**src/rtl/fetch_stage_pkg.sv**
```systemverilog
// ---------------------------------------------------------------------------
// fetch_stage_pkg
// Shared constants for the fetch stage of the five-stage MIPS pipeline:
//   - npc_op_e : 2-bit next-PC select codes driven by the D-stage control
//   - NOP      : all-zero instruction word used for bubbles and flushed slots
//   - opcode_e : primary opcode field codes for the instruction types that
//                influence control flow
//   - branch_offset() : sign-extended, word-scaled branch displacement
// ---------------------------------------------------------------------------
package fetch_stage_pkg;

   typedef enum logic [1:0] {
      NPC_PC4 = 2'b00,
      NPC_BR  = 2'b01,
      NPC_J   = 2'b10,
      NPC_JR  = 2'b11
   } npc_op_e;

   localparam logic [31:0] NOP = 32'h0000_0000;

   typedef enum logic [5:0] {
      OP_SPECIAL = 6'h00,
      OP_REGIMM  = 6'h01,
      OP_J       = 6'h02,
      OP_JAL     = 6'h03,
      OP_BEQ     = 6'h04,
      OP_BNE     = 6'h05,
      OP_BEQL    = 6'h14,
      OP_BNEL    = 6'h15
   } opcode_e;

   // The 16-bit branch immediate counts words, so it is sign-extended and
   // shifted left by two to form a byte displacement.
   function automatic logic [31:0] branch_offset(input logic [15:0] imm16);
      return {{14{imm16[15]}}, imm16, 2'b00};
   endfunction

endpackage

```
**src/rtl/fetch_stage_npc_calc.sv**
```systemverilog
// ---------------------------------------------------------------------------
// npc_calc
// Purely combinational next-PC selection for the fetch stage.
// Ports:
//   npc_op   in  [1:0]  next-PC select (npc_op_e encoding)
//   br_taken in         conditional branch resolved taken in D
//   f_pc     in  [31:0] current fetch address
//   d_pc     in  [31:0] PC of the instruction held in D
//   d_instr  in  [31:0] instruction held in D (supplies imm16 / index26)
//   d_rs     in  [31:0] forwarded rs value, JR target
//   npc      out [31:0] next fetch address
// ---------------------------------------------------------------------------
module npc_calc
   import fetch_stage_pkg::*;
(
   input  logic [1:0]  npc_op,
   input  logic        br_taken,
   input  logic [31:0] f_pc,
   input  logic [31:0] d_pc,
   input  logic [31:0] d_instr,
   input  logic [31:0] d_rs,
   output logic [31:0] npc
);

   logic [31:0] d_pc_plus4;
   logic [31:0] seq_target;
   logic [31:0] br_target;
   logic [31:0] j_target;
   logic [5:0]  unused_opcode;

   // The opcode field is decoded elsewhere; only imm16 and index26 matter here.
   assign unused_opcode = d_instr[31:26];

   assign d_pc_plus4 = d_pc + 32'd4;
   assign seq_target = f_pc + 32'd4;
   assign br_target  = d_pc_plus4 + branch_offset(d_instr[15:0]);
   // Jumps stay inside the 256 MB region of the delay slot, hence d_pc + 4.
   assign j_target   = {d_pc_plus4[31:28], d_instr[25:0], 2'b00};

   always_comb begin
      npc = seq_target;
      case (npc_op_e'(npc_op))
         NPC_PC4: npc = seq_target;
         NPC_BR:  npc = br_taken ? br_target : seq_target;
         NPC_J:   npc = j_target;
         NPC_JR:  npc = d_rs;
         default: npc = seq_target;
      endcase
   end

endmodule

```
**src/rtl/fetch_stage.sv**
```systemverilog
// ---------------------------------------------------------------------------
// fetch_stage
// Instruction-fetch stage plus the F/D pipeline register. Holds the PC,
// drives the instruction-memory address and latches the fetched word into D.
// Redirects do not flush F: the instruction fetched alongside a branch in D
// (the delay slot) always enters D.
//
// Configuration macro: BRANCH_LIKELY_EN
//   defined   : null_signal nullifies the delay slot of a not-taken
//               branch-likely (D loads NOP with d_valid = 0)
//   undefined : null_signal is ignored, no flush logic exists
//
// Ports:
//   clk         in         rising-edge clock
//   reset       in         synchronous, active-high
//   f_instr     in  [31:0] instruction-memory read data for f_pc
//   stall       in         freeze PC and F/D register
//   npc_op      in  [1:0]  D-stage next-PC select
//   br_taken    in         D-stage branch comparator result
//   null_signal in         D-stage branch-likely not taken
//   d_rs        in  [31:0] forwarded rs value (JR target)
//   f_pc        out [31:0] fetch address
//   d_instr     out [31:0] instruction held in D
//   d_pc        out [31:0] PC of d_instr
//   d_pc8       out [31:0] d_pc + 8 (link value)
//   d_valid     out        0 when D holds a bubble or nullified slot
// ---------------------------------------------------------------------------
module fetch_stage
   import fetch_stage_pkg::*;
#(
   parameter logic [31:0] PC_RESET = 32'h0000_3000
) (
   input  logic        clk,
   input  logic        reset,
   input  logic [31:0] f_instr,
   input  logic        stall,
   input  logic [1:0]  npc_op,
   input  logic        br_taken,
   input  logic        null_signal,
   input  logic [31:0] d_rs,
   output logic [31:0] f_pc,
   output logic [31:0] d_instr,
   output logic [31:0] d_pc,
   output logic [31:0] d_pc8,
   output logic        d_valid
);

   logic [31:0] f_pc_q, f_pc_d;
   logic [31:0] d_instr_q, d_instr_d;
   logic [31:0] d_pc_q, d_pc_d;
   logic        d_valid_q, d_valid_d;
   logic [31:0] npc;

   npc_calc u_npc_calc (
      .npc_op   (npc_op),
      .br_taken (br_taken),
      .f_pc     (f_pc_q),
      .d_pc     (d_pc_q),
      .d_instr  (d_instr_q),
      .d_rs     (d_rs),
      .npc      (npc)
   );

`ifndef BRANCH_LIKELY_EN
   logic unused_null_signal;
   assign unused_null_signal = null_signal;
`endif

   // Stall holds everything; otherwise the PC follows the next-PC mux and the
   // fetched word moves into D. A nullify only replaces what D captures, so
   // it composes freely with whatever the next-PC mux selected.
   always_comb begin
      f_pc_d    = f_pc_q;
      d_instr_d = d_instr_q;
      d_pc_d    = d_pc_q;
      d_valid_d = d_valid_q;
      if (!stall) begin
         f_pc_d    = npc;
         d_instr_d = f_instr;
         d_pc_d    = f_pc_q;
         d_valid_d = 1'b1;
`ifdef BRANCH_LIKELY_EN
         if (null_signal) begin
            d_instr_d = NOP;
            d_valid_d = 1'b0;
         end
`endif
      end
   end

   // d_pc resets to PC_RESET - 4 so the link value d_pc + 8 reads PC_RESET + 4.
   always_ff @(posedge clk) begin
      if (reset) begin
         f_pc_q    <= PC_RESET;
         d_instr_q <= NOP;
         d_pc_q    <= PC_RESET - 32'd4;
         d_valid_q <= 1'b0;
      end else begin
         f_pc_q    <= f_pc_d;
         d_instr_q <= d_instr_d;
         d_pc_q    <= d_pc_d;
         d_valid_q <= d_valid_d;
      end
   end

   assign f_pc    = f_pc_q;
   assign d_instr = d_instr_q;
   assign d_pc    = d_pc_q;
   assign d_pc8   = d_pc_q + 32'd8;
   assign d_valid = d_valid_q;

endmodule

```
**config.mk**
```make
export PLATFORM = sky130hd
export DESIGN_NAME = fetch_stage
export DESIGN_NICKNAME = d
export VERILOG_FILES = /design/src/rtl/fetch_stage_pkg.sv /design/src/rtl/fetch_stage_npc_calc.sv /design/src/rtl/fetch_stage.sv
export SDC_FILE = /design/constraint.sdc
export NUM_CORES = 1
export LEC_CHECK = 0
export ABC_AREA = 1
export CAP_MARGIN = 5
export CORE_MARGIN = 4
export CORE_UTILIZATION = 50
export CTS_CLUSTER_SIZE = 25
export DETAILED_ROUTE_END_ITERATION = 10
export PLACE_DENSITY = 0.81
export SYNTH_ARGS = -nofsm -noshare
export SYNTH_HDL_FRONTEND = slang
export SYNTH_SLANG_ARGS = --single-unit
```
**constraint.sdc**
```tcl
create_clock -name clk -period 6.6 [get_ports clk]
set_input_delay 1.98 -clock clk [delete_from_list [all_inputs] [get_ports clk]]
set_output_delay 1.98 -clock clk [all_outputs]
set_load 0.1 [all_outputs]
```
---- Yosys cells after proc, flatten, opt, wreduce, memory -nomap -nowiden ----
Cells that the tools add are included.
cells by class
  add/subtract/negate cells ............... 4
  equal/unequal tests ..................... 3
  multiplexer cells ....................... 2
  reductions and logical operators ........ 1
operator list
  operator                                                         number
  32-bit one-hot mux with 4 select lines                           1
  32-bit by 3-bit adder with 32-bit output, second input constant  2
  32-bit adder                                                     1
  32-bit by 4-bit adder with 32-bit output, second input constant  1
  32-bit 2-to-1 mux                                                1
  2-bit == test, second input constant                             2
  2-bit by 1-bit == test with 1-bit output, second input constant  1
  2-bit zero test                                                  1
word-level totals
  bits in registers ....................... 97
  bits of input ports ..................... 71
  output and inout port bits .............. 129
  word-level logic and storage cells ...... 14

---- Longest topological paths before layout ----
  word-level depth ........................ 4
  mapped depth ............................ 26
  depth with buffers taken out ............ 26

---- Cells and area by module ----
From an unflattened synthesis, not the netlist that was laid out.
second synthesis, totals
  cell total of the unflattened synthesis .. 1,533
  area total of the unflattened synthesis .. 9,023.7 µm²
by module, submodules not included
  module       instances  cells an instance  area an instance (µm²)  sequential area each (µm²)
  npc_calc     1          956                4,855.9                 0.0
  fetch_stage  1          577                4,167.7                 1,941.9

---- Least setup slack after synthesis ----
No wires, ideal clock.
  path kind ............................... register to output
  from .................................... reg d_pc_q[3], in the netlist d_pc[3]
  to ...................................... out d_pc8[18]
  arrival ................................. 4.231 ns
  required time ........................... 4.620 ns
  setup slack ............................. 0.389 ns
  stages on the path, launching flop included .. 9
  path buffers ............................ 0
  path through ............................ dfxtp_1 > inv_1 > nor2_1 > inv_1 > nor2_2 > nand2_1 > nor3_2 > nand2_1 > xnor2_1
on the way
  longest elaborated chain between the ends .. 1
RTL lines
  item                                      RTL line            text
  from (decl)                               fetch_stage.sv:50   logic [31:0] d_pc_q, d_pc_d;
  from (signal assigned)                    fetch_stage.sv:96   d_pc_q <= PC_RESET - 32'd4;
  from (signal assigned)                    fetch_stage.sv:101  d_pc_q <= d_pc_d;
  32-bit by 4-bit adder with 32-bit output  fetch_stage.sv:109  assign d_pc8 = d_pc_q + 32'd8;
  to (decl)                                 fetch_stage.sv:44   output logic [31:0] d_pc8,
Every way passes these cells.

---- Final worst setup path ----
  from .................................... reg d_pc_q[12], in the netlist d_pc[12]
  to ...................................... out d_pc8[30]
The elaborated chain is that of the path after synthesis.

==> impl_metrics.tcl <==
set metrics [dict create \
    track_usage_pct 33.1 \
    row_count 46 \
    ys_seq_elements 97 \
    crit_path_cell_trace "nand2_1, inv_1, nand3_1, nor4_1, nand2_1, xor2_1, clkdlybuf4s50_1" \
    start_util_pct 51.4 \
    synth_edf_count 0 \
    arrival_ns 3.48 \
    drt_pass1_iterations 6 \
    cts_tree "yes" \
    ant_nets 0 \
    dr.first_iter.drc_count 943 \
    rsz0062_at_grt "false" \
    synth_top_area_share_pct 23.7 \
    grt_pass1_wl_um 47400 \
    fp.dieH_um 136 \
    place_congestion 0.987 \
    dieWidth_um 136 \
    ys_types 48 \
    placed_area_um2 10300 \
    ys_top_cells_by_area "dfxtp_1, nand2_1, inv_1, o21ai_0, a21oi_1" \
    path_max_fanout 6 \
    drive_gt1_share_pct 4.44 \
    post_cts_resize_count 0 \
    drc_errors 0 \
    synth_nets 1468 \
    ys.warnings.count 0 \
    cts_buffers 9 \
    clock_path_buffers 2 \
    yosys.area.top_type "dfxtp_1" \
    yosysMostFrequentCell "nand2_1" \
    power_mw 2.30 \
    synth_area_per_cell_um2 6.02 \
    io_buffers 198 \
    skew_ns 0.0143 \
    worst_path_max_delay_cell "clkdlybuf4s50_1" \
    clk_latency_ns 0.36 \
    n_antenna_cell 0 \
    grt_pass1_vias 8794 \
    finalSetupViolations 0 \
    dp_hpwl_um 24700 \
    tightest_slew_ns 1.25 \
    fin_area_um2 10600 \
    min_period_over_period_pct 82.7 \
    cts_hold_buffers 0 \
    final_max_slew_viol_count 0 \
    cp-startpoint "d_pc[12]$_SDFFE_PP0N_" \
    postCtsSetupRepairBufs 0 \
    synth_common_cells "nand2_1, inv_1, nor2_1, o21ai_0, a21oi_1" \
    finalSetupTns_ns 0 \
    cts_sinks 97 \
    wl_per_cell_um 17.6 \
    slew_headroom_pct 16.4 \
    crit_path_frequent_cell "nand2_1" \
    syn-cell-area_um2 8190 \
    period_needed_ns 5.46 \
    setup.worst_path.start_class "flop" \
    syn_inst 1360 \
    seqCellArea_um2 1940 \
    antenna_found_initial 0 \
    drv_cap 0 \
    final_nets 1635 \
    hold_violations 0 \
    hold_start "d_instr[25]$_SDFFE_PP0N_" \
    r2r_start "d_pc[2]$_SDFFE_PP1N_" \
    whs_ns 0.467 \
    clkSlewWorstSetupHoldPaths_ns 0.07 \
    ys.flop_type "dfxtp_1" \
    h-tree-depth 3 \
    core_area_um2 15900 \
    critPathKind "reg -> out" \
    status "completed" \
    nFillCells 1523 \
    via_per_inst 5.40 \
    worstSetupEndpointType "output port" \
    p_per_area_nw_per_um2 218 \
    multi_input_area_um2 5240 \
    vias 9441 \
    critPathRequiredTime_ns 4.62 \
    overflow 0 \
    die_area_um2 18500 \
    p_leak_nw 4.82 \
    vdd_drop_max_mv 0.150 \
    design.portCount 200 \
    cts_root_buf "clkbuf_16" \
    wirelength_um 30700 \
    max_stage_delay_ns 1.17 \
    hp-class "reg -> reg" \
    fmax_mhz 183 \
    grt_max_degree 95 \
    synth_seq_area_share_pct 23.7 \
    area_delta_synth_final_pct 29.1 \
    async_flop_share_pct 0 \
]
-- cell usage in the layout, fill, tap and decap left out, types with 3 or more instances in the layout --
cell,Yosys,routed
nand2_1,324,324
inv_1,208,208
clkdlybuf4s50_1,0,197
nor2_1,143,143
o21ai_0,116,116
a21oi_1,113,113
dfxtp_1,97,97
nand3_1,76,76
xor2_1,45,45
ha_1,36,36
nand4_1,23,23
nor3_1,15,15
nand2_2,11,11
xnor2_1,11,11
nor2_2,10,10
nand3b_1,10,10
clkbuf_16,0,9
o21ai_1,8,8
o211ai_1,6,6
o21bai_1,6,6
buf_4,4,6
nor2_4,5,5
inv_2,3,4
nor3_2,4,4
clkinv_1,4,3
nor4_1,3,3
a21o_1,3,3
o2111ai_1,3,3
or2_2,3,3
-- where the power goes --
group          switching [mW]  internal (mW)  total (mW)
registers              0.0695          0.629       0.698
clock network           0.261          0.266       0.528
logic                   0.797          0.278        1.08
-- per-layer routing --
| layer | track usage (%) | share of wire [%] | vias up |
|---|---|---|---|
| met5 | 0 | 0 | - |
| met3 | 5.11 | 7.9 | 59 |
| met2 | 52.3 | 45 | 390 |
| met1 | 46.5 | 44 | 4281 |
| met4 | 10.5 | 3.1 | 0 |
| li1 | - | - | 4711 |
-- worst max-delay path, delay by kind of cell (launching register included) --
kind	cells	cell delay [ns]
buffers and inverters	2	1.27
flip-flops	1	0.46
XOR/XNOR	1	0.23
AND/OR/NAND/NOR	4	1.16
-- final cells by class --
cell class / count / share of cell area, %
multi-input cells: 1001 / 49.6
repair buffers: 203 / 19.1
flip-flops and latches: 97 / 18.4
inverters: 215 / 7.63
well taps: 216 / 2.56
clock buffers: 9 / 2.13
clock inverters: 7 / 0.675
-- kinds of logic (layout without fill, tap and decap cells) --
group,count (synthesis),in the layout,synth area share [%]
AO/OA/AOI/OAI,269,269,17.5
XOR/XNOR,56,56,5.99
adder cells (fa/ha/maj),37,37,5.75
buffers and inverters,262,434,12.3
flip-flops,97,97,23.7
multiplexers,2,2,0.245
AND/OR/NAND/NOR,637,637,34.5
-- through the flow --
| stage | instances | setup slack, ns | util, % |
|---|---|---|---|
| detailed placement | 1732 | 1.58 | 64.4 |
| global placement | 1732 | 1.62 | 64.4 |
| global route | 1748 | 0.992 | 66.3 |
| CTS | 1748 | 1.18 | 66.3 |
| floorplan | 1360 | 0.389 | - |
| finish | 1748 | 1.14 | 66.3 |
-- flip-flops by register name, indices dropped and copies added (netlist names) --
register  flops
f_pc         32
d_instr      32
d_pc         32
d_valid       1
-- path summary, 6_finish.rpt --
kind                            slack (ns)                  endpoint  cells after the start
worst max register to register        2.83     f_pc[31]$_SDFFE_PP0N_                     18
worst max-delay path                  1.14                 d_pc8[30]                      7
worst min-delay path                  0.47  d_instr[25]$_SDFFE_PP0N_                      2
worst min register to register        0.47  d_instr[25]$_SDFFE_PP0N_                      2
(Power assumes the default switching activity.)
